`config.mk`:
```
export PLATFORM = sky130hd
export DESIGN_NAME = systolic_seq_ctrl
export DESIGN_NICKNAME = d
export VERILOG_FILES = /design/src/rtl/systolic_pkg.sv /design/src/rtl/systolic_seq_ctrl_skew_idx_gen.sv /design/src/rtl/systolic_seq_ctrl.sv
export SDC_FILE = /design/constraint.sdc
export NUM_CORES = 1
export LEC_CHECK = 0
export ABC_AREA = 1
export CORE_ASPECT_RATIO = 1.4
export CORE_MARGIN = 1
export CORE_UTILIZATION = 58
export CTS_CLUSTER_SIZE = 40
export DETAILED_ROUTE_END_ITERATION = 8
export PLACE_DENSITY = 0.85
export SLEW_MARGIN = 25
export SYNTH_ARGS = -nofsm -noshare
export SYNTH_HDL_FRONTEND = slang
export SYNTH_HIERARCHICAL = 1
export SYNTH_SLANG_ARGS = --single-unit
export TNS_END_PERCENT = 50
```
`constraint.sdc`:
```
create_clock -name clk -period 5.8 [get_ports clk]
set_input_delay 1.16 -clock clk [delete_from_list [all_inputs] [get_ports clk]]
set_output_delay 1.16 -clock clk [all_outputs]
set_load 0.01 [all_outputs]
```
`src/rtl/systolic_pkg.sv`:
```
// ----------------------------------------------------------------------------
// systolic_pkg
// Shared definitions for the NxN systolic array sequencer and the PE-array top:
// default array geometry, sequencer state encoding and width helpers.
// ----------------------------------------------------------------------------
package systolic_pkg;

  localparam int N_DEF         = 4;
  localparam int K_MAX_DEF     = 64;
  localparam int DRAIN_LAT_DEF = 2 * N_DEF;

  typedef enum logic [2:0] {
    S_IDLE  = 3'd0,
    S_CLEAR = 3'd1,
    S_FEED  = 3'd2,
    S_DRAIN = 3'd3,
    S_WRITE = 3'd4,
    S_DONE  = 3'd5
  } seq_state_t;

  // Width of a k index / k_len field able to hold 0..k_max.
  function automatic int calc_kw(input int k_max);
    return $clog2(k_max + 1);
  endfunction

  // Width of an index over n entries, never narrower than one bit.
  function automatic int calc_iw(input int n);
    return (n > 1) ? $clog2(n) : 1;
  endfunction

endpackage

```
`src/rtl/systolic_seq_ctrl_skew_idx_gen.sv`:
```
// ----------------------------------------------------------------------------
// skew_idx_gen
// Purely combinational skew generator for one side of the systolic array.
// Lane i sees operand index t-i while 0 <= t-i < k_len; otherwise the lane is
// invalid (zero is injected) and its index field is forced to 0.
// Ports:
//   t     in  TW      current feed step
//   k_len in  KW      inner dimension of the running op
//   vld   out N       per-lane operand valid
//   idx   out N*KW    per-lane k index, lane i in bits [i*KW +: KW]
// ----------------------------------------------------------------------------
module skew_idx_gen
  import systolic_pkg::*;
#(
  parameter int N  = N_DEF,
  parameter int KW = calc_kw(K_MAX_DEF),
  parameter int TW = $clog2(K_MAX_DEF + N_DEF - 1)
) (
  input  logic [TW-1:0]   t,
  input  logic [KW-1:0]   k_len,
  output logic [N-1:0]    vld,
  output logic [N*KW-1:0] idx
);

  logic [TW-1:0] diff;

  // Per-lane skew: lane i lags the feed step by i cycles.
  always_comb begin
    vld  = '0;
    idx  = '0;
    diff = '0;
    for (int i = 0; i < N; i++) begin
      diff = t - TW'(i);
      if ((t >= TW'(i)) && (diff < TW'(k_len))) begin
        vld[i]            = 1'b1;
        idx[i*KW +: KW]   = diff[KW-1:0];
      end else begin
        vld[i]            = 1'b0;
        idx[i*KW +: KW]   = '0;
      end
    end
  end

endmodule

```
`src/rtl/systolic_seq_ctrl.sv`:
```
// ----------------------------------------------------------------------------
// systolic_seq_ctrl
// Sequencer for the NxN systolic PE array computing C = A x B (inner dim k_len).
// Sequence: IDLE -> CLEAR -> FEED -> DRAIN -> WRITE -> DONE -> IDLE.
// An out-of-range k_len jumps straight from IDLE to DONE with err set.
// Optional feature macro: PERF_CNT_EN (32-bit op cycle counter on perf_cycles;
// when undefined perf_cycles is tied to 0).
// Ports:
//   clk, reset           clock, synchronous active-high reset
//   start, k_len         op request (sampled in IDLE) and inner dimension
//   busy, done, err      status: busy in CLEAR..WRITE, done pulse, error flag
//   array_clr            one-cycle PE accumulator clear
//   a_vld, a_rd_addr     per-row A operand valid / k index
//   b_vld, b_rd_addr     per-column B operand valid / k index
//   res_wr_valid/ready   result row handshake, res_wr_row = row index
//   perf_cycles          cycle count of the last completed op
// All outputs are driven from flops.
// ----------------------------------------------------------------------------
module systolic_seq_ctrl
  import systolic_pkg::*;
#(
  parameter int N         = N_DEF,
  parameter int K_MAX     = K_MAX_DEF,
  parameter int DRAIN_LAT = 2 * N,
  parameter int KW        = calc_kw(K_MAX)
) (
  input  logic                   clk,
  input  logic                   reset,
  input  logic                   start,
  input  logic [KW-1:0]          k_len,
  output logic                   busy,
  output logic                   done,
  output logic                   err,
  output logic                   array_clr,
  output logic [N-1:0]           a_vld,
  output logic [N*KW-1:0]        a_rd_addr,
  output logic [N-1:0]           b_vld,
  output logic [N*KW-1:0]        b_rd_addr,
  output logic                   res_wr_valid,
  input  logic                   res_wr_ready,
  output logic [calc_iw(N)-1:0]  res_wr_row,
  output logic [31:0]            perf_cycles
);

  localparam int TW = $clog2(K_MAX + N - 1);
  localparam int RW = calc_iw(N);
  localparam int DW = calc_iw(DRAIN_LAT);

  seq_state_t    state;
  logic [KW-1:0] k_r;
  logic [TW-1:0] t;
  logic [TW-1:0] t_last;
  logic [DW-1:0] dcnt;

  // Feed-step lookahead so the operand outputs can be registered.
  logic          feed_nxt;
  logic [TW-1:0] t_nxt;
  logic [N-1:0]  a_vld_s;
  logic [N-1:0]  b_vld_s;
  logic [N*KW-1:0] a_idx_s;
  logic [N*KW-1:0] b_idx_s;

  assign t_last = TW'(k_r) + TW'(N - 2);

  // Feed step and valid flag that the next cycle will present.
  always_comb begin
    feed_nxt = 1'b0;
    t_nxt    = '0;
    if (state == S_CLEAR) begin
      feed_nxt = 1'b1;
      t_nxt    = '0;
    end else if ((state == S_FEED) && (t != t_last)) begin
      feed_nxt = 1'b1;
      t_nxt    = t + TW'(1);
    end else begin
      feed_nxt = 1'b0;
      t_nxt    = '0;
    end
  end

  skew_idx_gen #(.N(N), .KW(KW), .TW(TW)) u_skew_a (
    .t     (t_nxt),
    .k_len (k_r),
    .vld   (a_vld_s),
    .idx   (a_idx_s)
  );

  skew_idx_gen #(.N(N), .KW(KW), .TW(TW)) u_skew_b (
    .t     (t_nxt),
    .k_len (k_r),
    .vld   (b_vld_s),
    .idx   (b_idx_s)
  );

  // Sequencer FSM with its counters and registered outputs.
  always_ff @(posedge clk) begin
    if (reset) begin
      state        <= S_IDLE;
      k_r          <= '0;
      t            <= '0;
      dcnt         <= '0;
      busy         <= 1'b0;
      done         <= 1'b0;
      err          <= 1'b0;
      array_clr    <= 1'b0;
      a_vld        <= '0;
      a_rd_addr    <= '0;
      b_vld        <= '0;
      b_rd_addr    <= '0;
      res_wr_valid <= 1'b0;
      res_wr_row   <= '0;
    end else begin
      done      <= 1'b0;
      err       <= 1'b0;
      array_clr <= 1'b0;
      a_vld     <= feed_nxt ? a_vld_s : '0;
      a_rd_addr <= feed_nxt ? a_idx_s : '0;
      b_vld     <= feed_nxt ? b_vld_s : '0;
      b_rd_addr <= feed_nxt ? b_idx_s : '0;
      case (state)
        S_IDLE: begin
          if (start) begin
            if ((k_len != '0) && (k_len <= KW'(K_MAX))) begin
              k_r       <= k_len;
              state     <= S_CLEAR;
              array_clr <= 1'b1;
              busy      <= 1'b1;
            end else begin
              state <= S_DONE;
              done  <= 1'b1;
              err   <= 1'b1;
            end
          end else begin
            state <= S_IDLE;
          end
        end
        S_CLEAR: begin
          state <= S_FEED;
          t     <= '0;
        end
        S_FEED: begin
          if (t == t_last) begin
            state <= S_DRAIN;
            t     <= '0;
            dcnt  <= '0;
          end else begin
            t <= t + TW'(1);
          end
        end
        S_DRAIN: begin
          if (dcnt == DW'(DRAIN_LAT - 1)) begin
            state        <= S_WRITE;
            dcnt         <= '0;
            res_wr_valid <= 1'b1;
            res_wr_row   <= '0;
          end else begin
            dcnt <= dcnt + DW'(1);
          end
        end
        S_WRITE: begin
          // A stalled row keeps valid and index until the buffer accepts it.
          if (res_wr_ready) begin
            if (res_wr_row == RW'(N - 1)) begin
              state        <= S_DONE;
              res_wr_valid <= 1'b0;
              res_wr_row   <= '0;
              busy         <= 1'b0;
              done         <= 1'b1;
            end else begin
              res_wr_row <= res_wr_row + RW'(1);
            end
          end else begin
            res_wr_row <= res_wr_row;
          end
        end
        S_DONE: begin
          state <= S_IDLE;
          k_r   <= '0;
        end
        default: begin
          state <= S_IDLE;
        end
      endcase
    end
  end

`ifdef PERF_CNT_EN
  logic [31:0] perf_cnt;
  logic [31:0] perf_q;

  // Op cycle counter: counts every non-IDLE cycle, published after DONE.
  always_ff @(posedge clk) begin
    if (reset) begin
      perf_cnt <= 32'd0;
      perf_q   <= 32'd0;
    end else begin
      if (state == S_IDLE) begin
        if (start) begin
          perf_cnt <= 32'd0;
        end else begin
          perf_cnt <= perf_cnt;
        end
      end else if (perf_cnt != 32'hFFFF_FFFF) begin
        perf_cnt <= perf_cnt + 32'd1;
      end else begin
        perf_cnt <= perf_cnt;
      end
      // The DONE cycle itself is part of the op, hence the +1.
      if (state == S_DONE) begin
        perf_q <= (perf_cnt == 32'hFFFF_FFFF) ? perf_cnt : perf_cnt + 32'd1;
      end else begin
        perf_q <= perf_q;
      end
    end
  end

  assign perf_cycles = perf_q;
`else
  assign perf_cycles = 32'd0;
`endif

endmodule

```
Word level (Yosys, flattened, before mapping)

Cells that the tools add are included.

Add/sub/neg operators: 7
$lt $le $gt $ge: 9
Equal/unequal tests: 15
Mux-type cells: 40
Bitwise logic cells: 7
Reductions and logical operators: 26

Operators with widths:

| kind                | number |
|---|---|
| $mux 7              | 5 |
| $lt 7x7->1          | 4 |
| $pmux 7 s2          | 2 |
| $mux 3              | 8 |
| $mux 1              | 16 |
| $pmux 3 s5          | 1 |
| $reduce_or 3->1     | 5 |
| $ge 7x1->1 const B  | 2 |
| $ge 7x2->1 const B  | 2 |
| $sub 7x2->7 const B | 2 |
| $ne 2x2->1 const B  | 5 |
| $reduce_bool 2->1   | 5 |
| $eq 3x3->1 const B  | 3 |
| $reduce_and 4->1    | 2 |
| $add 7x1->7 const B | 1 |
| $add 7x2->7 const B | 1 |
| $eq 7x7->1          | 1 |
| $le 7x7->1 const B  | 1 |
| $ne 7x7->1          | 1 |
| $not 1->1           | 7 |
| $reduce_bool 7->1   | 1 |
| $sub 7x1->7 const B | 1 |
| $eq 3x2->1 const B  | 2 |
| $logic_and 1x1->1   | 6 |
| 14 further kinds    | 20 |

Register bits after elaboration: 59
Input port bits: 11
Output and inout port bits: 103
Word-level logic and storage cells: 119

Longest topological paths before layout

Word-level depth: 10
Depth in mapped cells: 30
Mapped depth without buffers: 30

Cells and area by module

The synthesis kept the hierarchy.

Modules (own cells, without submodules):

| module                   | instances | cells an instance | area each (µm²) | seq. area each (µm²) |
|---|---|---|---|---|
| systolic_seq_ctrl        | 1         | 459               | 3659.8          | 1821.7 |
| skew_idx_gen at u_skew_b | 1         | 219               | 1257.5          | 0.0 |
| skew_idx_gen at u_skew_a | 1         | 219               | 1219.9          | 0.0 |

Worst setup path before layout

OpenSTA, ideal clock, no wires.

Path type: reg-to-reg
From: reg k_r[1]
To: reg a_rd_addr[14]
Data arrival time: 3114 ps
Slack: 2624 ps
Stages on the path, launching flop included: 25
Buffers on the path: 0
Period minus slack after synthesis: 3176 ps
Cells stage by stage: dfxtp_1 -> ha_1 -> inv_1 -> nand2_1 -> nand2_1 -> nand2_1 -> nand2_1 -> nand2_1 -> nor2_2 -> nand2_4 -> nand3_1 -> inv_1 -> inv_1 -> ha_1 -> nand2_1 -> xor2_1 -> inv_1 -> ha_1 -> nand2_1 -> inv_1 -> a21oi_1 -> nand3_2 -> nor2_1 -> inv_1 -> nor2_2

Word-level cells in the longest chain between the ends: 10

RTL lines:

| element                     | line                                 | text |
|---|---|---|
| start: declaration          | systolic_seq_ctrl.sv:50              | `logic [KW-1:0] k_r;` |
| start signal: assignment    | systolic_seq_ctrl.sv:124             | `k_r <= k_len;` |
| $add 7x2->7 *               | systolic_seq_ctrl.sv:63              | `assign t_last = TW'(k_r) + TW'(N - 2);` |
| $ne 7x7->1 *                | systolic_seq_ctrl.sv:72              | `end else if ((state == S_FEED) && (t != t_last)) begin` |
| $logic_and 1x1->1 *         | systolic_seq_ctrl.sv:72              |  |
| $mux 7 *                    | systolic_seq_ctrl.sv:72              |  |
| $mux 7 *                    | systolic_seq_ctrl.sv:69              | `if (state == S_CLEAR) begin` |
| via t_nxt[2]                | systolic_seq_ctrl.sv:57              | `logic [TW-1:0] t_nxt;` |
| $sub 7x2->7                 | systolic_seq_ctrl_skew_idx_gen.sv:33 | `diff = t - TW'(i);` |
| $lt 7x7->1                  | systolic_seq_ctrl_skew_idx_gen.sv:34 | `if ((t >= TW'(i)) && (diff < TW'(k_len))) begin` |
| $logic_and 1x1->1 *         | systolic_seq_ctrl_skew_idx_gen.sv:34 |  |
| $not 1->1 (no line) *       | n/a                                  |  |
| $reduce_or 3->1 (no line) * | n/a                                  |  |
| end signal: assignment      | systolic_seq_ctrl.sv:117             | `a_rd_addr <= feed_nxt ? a_idx_s : '0;` |
| end: declaration            | systolic_seq_ctrl.sv:36              | `output logic [N*KW-1:0] a_rd_addr,` |

Mark *: on every way through the listed nets, which the timed path passes. The rest lies on a longest branch.
A chain may end at the register's enable or synchronous reset.

Worst setup path after layout

Same ends and word-level chain as after synthesis.

==> reports/qor.yml <==
detailed_routing:
  remaining_drc_errors: 0
  drt_wl_total_um: 13820
  first_iter_violations: 341
  avgViaCountPerCell: 4.915
  ant_nets: 0
  firstDrtPassIters: 5
  dr_total_vias: 5490
  wl_per_cell_um: 12.37
placement:
  portBuffers: 81
  place.detailed.hpwl_um: 9994
  dp.cells: 1101
  gp_congestion: 0.9621
  place_area_um2: 6834
timing:
  hold_violations: 0
  drv_slew: 0
  max_freq_ghz: 0.2541
  finalSetupViolCount: 0
  post-route-period-util_pct: 67.84
  period_minus_slack_ns: 3.935
  fin_worst_skew_ns: 0.007321
  worst_pin_slew_ns: 0.9072
  rsz0062_at_grt: "false"
  slew_headroom_pct: 39.45
  tns_ns: 0
worst_hold_path:
  hp-class: "register to register"
  hold_path_depth: 2
job:
  cap_violations: 0
setup_path:
  endpoint_kind: "register"
  critPathKind: "register to register"
  crit_required_ns: 6.06
  rr_worst_depth: 24
  cp-start-kind: "register"
  crit_fanout: 12
  arrival_ns: 4.20
layout:
  final_nets: 1052
  layout_common_cells: "193 x inv_1, 170 x nand2_1, 143 x nor2_1"
  seqCellArea_um2: 1822
  final_common_cell: "inv_1"
  final_area_um2: 7152
  layout.cells.non_filler: 1117
  fillCellCount: 914
  num_antenna_cells: 0
  syn2layout_area_growth_pct: 16.53
  drive_above_1_share_pct: 5.618
  multi_input_area_um2: 3297
logic_synthesis:
  synth_ff_type: "dfxtp_1"
  synth_edf_count: 0
  ys_seq_elements: 91
  netlist_area_um2: 6137
  yosysUniqueCellTypes: 31
  synthCells: 897
  async_reset_ff_share_pct: 0
  ys_warn_count: 6
  synth-seq-area-share_pct: 29.68
  syn_area_per_cell_um2: 6.842
clock_tree:
  cts_resized: 0
  cts_tree: "done"
  root_buffer: "clkbuf_16"
  clock_latency_ns: 0.34
  h-tree-depth: 3
  cts_made_buffers: 9
  cts.sinks: 91
  clk_pin_slew_ns: 0.06
  postCtsSetupRepairBufs: 0
  clockBufferDepth: 2
  hold_buffers: 0
floorplanning:
  io_pins: 114
  start_util_pct: 59.30
  dieArea_um2: 11000
  die-width_um: 88.94
  rows: 44
  core_area_um2: 10350
  die_h_um: 123.7
global_routing:
  grt_overflow: 0
  grt_first_pass_wirelength_um: 22780
  grt_start_max_net_pins: 65
  antenna_found_initial: 0
  grt_pass1_vias: 5030
  grt_util_all_layers_pct: 26.75
power_and_ir_drop:
  p_leak_nw: 3.478
  max-vdd-ir-drop_uv: 211.6
  p_per_area_nw_per_um2: 347.5
outcome:
  status: "finished, final reports clean"
cell usage after synthesis (2+ instances only):
library cell	number	area, um^2
a21o_1	2	15.01
a21oi_1	50	250.2
and2_4	2	17.52
buf_4	34	255.2
buf_6	4	45.04
buf_8	5	75.07
clkbuf_1	2	7.510
dfxtp_1	91	1822
ha_1	67	838.3
inv_1	193	724.4
nand2_1	170	638.1
nand2_2	2	12.51
nand2_4	4	45.04
nand3_1	43	215.2
nand3_2	5	50.05
nand3b_1	6	45.04
nand4_1	8	50.05
nor2_1	143	536.8
nor2_2	22	137.6
nor2_4	4	45.04
nor3_1	8	40.04
o21ai_0	3	15.01
xnor2_1	7	61.31
xor2_1	15	131.4
final timing paths:
| kind | startpoint | endpoint | slack, ns |
|---|---|---|---|
| max | k_r[1] | a_rd_addr[14] | 1.87 |
| min | busy | busy | 0.45 |
| max reg2reg | k_r[1] | a_rd_addr[14] | 1.87 |
| min reg2reg | busy | busy | 0.45 |
metrics by stage:
stage	utilization [%]	setup slack [ns]	hold slack [ns]	total power [mW]
5_1_grt	69.10	1.480	0.4828	2.679
4_1_cts	69.10	1.936	0.4488	2.483
3_5_place_dp	66.03	1.995	0.4384	1.838
3_3_place_gp	66.03	2.076	0.4361	1.803
2_1_floorplan	-	2.624	0.4328	1.613
6_report	69.10	1.865	0.4467	2.485
cell families after synthesis:
| family | after synthesis | share of synthesized area, % |
|---|---|---|
| buffers and inverters | 241 | 18.49 |
| AO/OA/AOI/OAI | 57 | 4.770 |
| adder cells (fa/ha/maj) | 67 | 13.66 |
| AND/OR/NAND/NOR | 418 | 30.19 |
| XOR/XNOR | 22 | 3.140 |
| flip-flops | 91 | 29.68 |
| other | 1 | 0.06110 |
cell type report:
type / instances / area share, %
multi-input cells: 596 / 46.10
flip-flops and latches: 91 / 25.47
repair buffers: 81 / 11.34
inverters: 195 / 10.23
clock buffers: 11 / 3.254
well taps: 138 / 2.414
clock inverters: 5 / 1.190
flip-flops by register name, summed over array words and instances (netlist names), 2 cells and up:
name and flops:
a_rd_addr 28, dcnt 3, a_vld 4, k_r 7
state 3, b_vld 4, b_rd_addr 28, res_wr_row 2
t 7
power breakdown:
| part | leakage, nW | internal [mW] | total, mW | switching [mW] |
|---|---|---|---|---|
| Sequential | 0.736 | 0.676 | 0.736 | 0.0596 |
| Clock | 0.151 | 0.381 | 0.627 | 0.246 |
| Combinational | 2.59 | 0.387 | 1.12 | 0.736 |
| Total | 3.48 | 1.44 | 2.49 | 1.04 |
worst max-delay path, stage by stage (launching register included):
cell and delay [ns]:
dfxtp_1 0.46, ha_1 0.23, inv_1 0.05, nand2_1 0.07
nand2_1 0.05, nand2_1 0.06, nand2_1 0.04, nand2_1 0.09
nor2_2 0.07, nand2_4 0.11, nand3_1 0.10, inv_1 0.36
inv_1 0.26, ha_1 0.36, nand2_1 0.12, xor2_1 0.22
inv_1 0.07, ha_1 0.26, nand2_1 0.09, inv_1 0.04
a21oi_1 0.16, nand3_2 0.23, nor2_1 0.16, inv_1 0.06
nor2_2 0.11
routing by layer:
metal	GRT usage (%)	share of wire [%]
met4	14.29	3.9
met2	47.26	49
met1	30.86	41
met3	3.711	6.1
met5	0	0
Power figures use the tool's default switching activity.
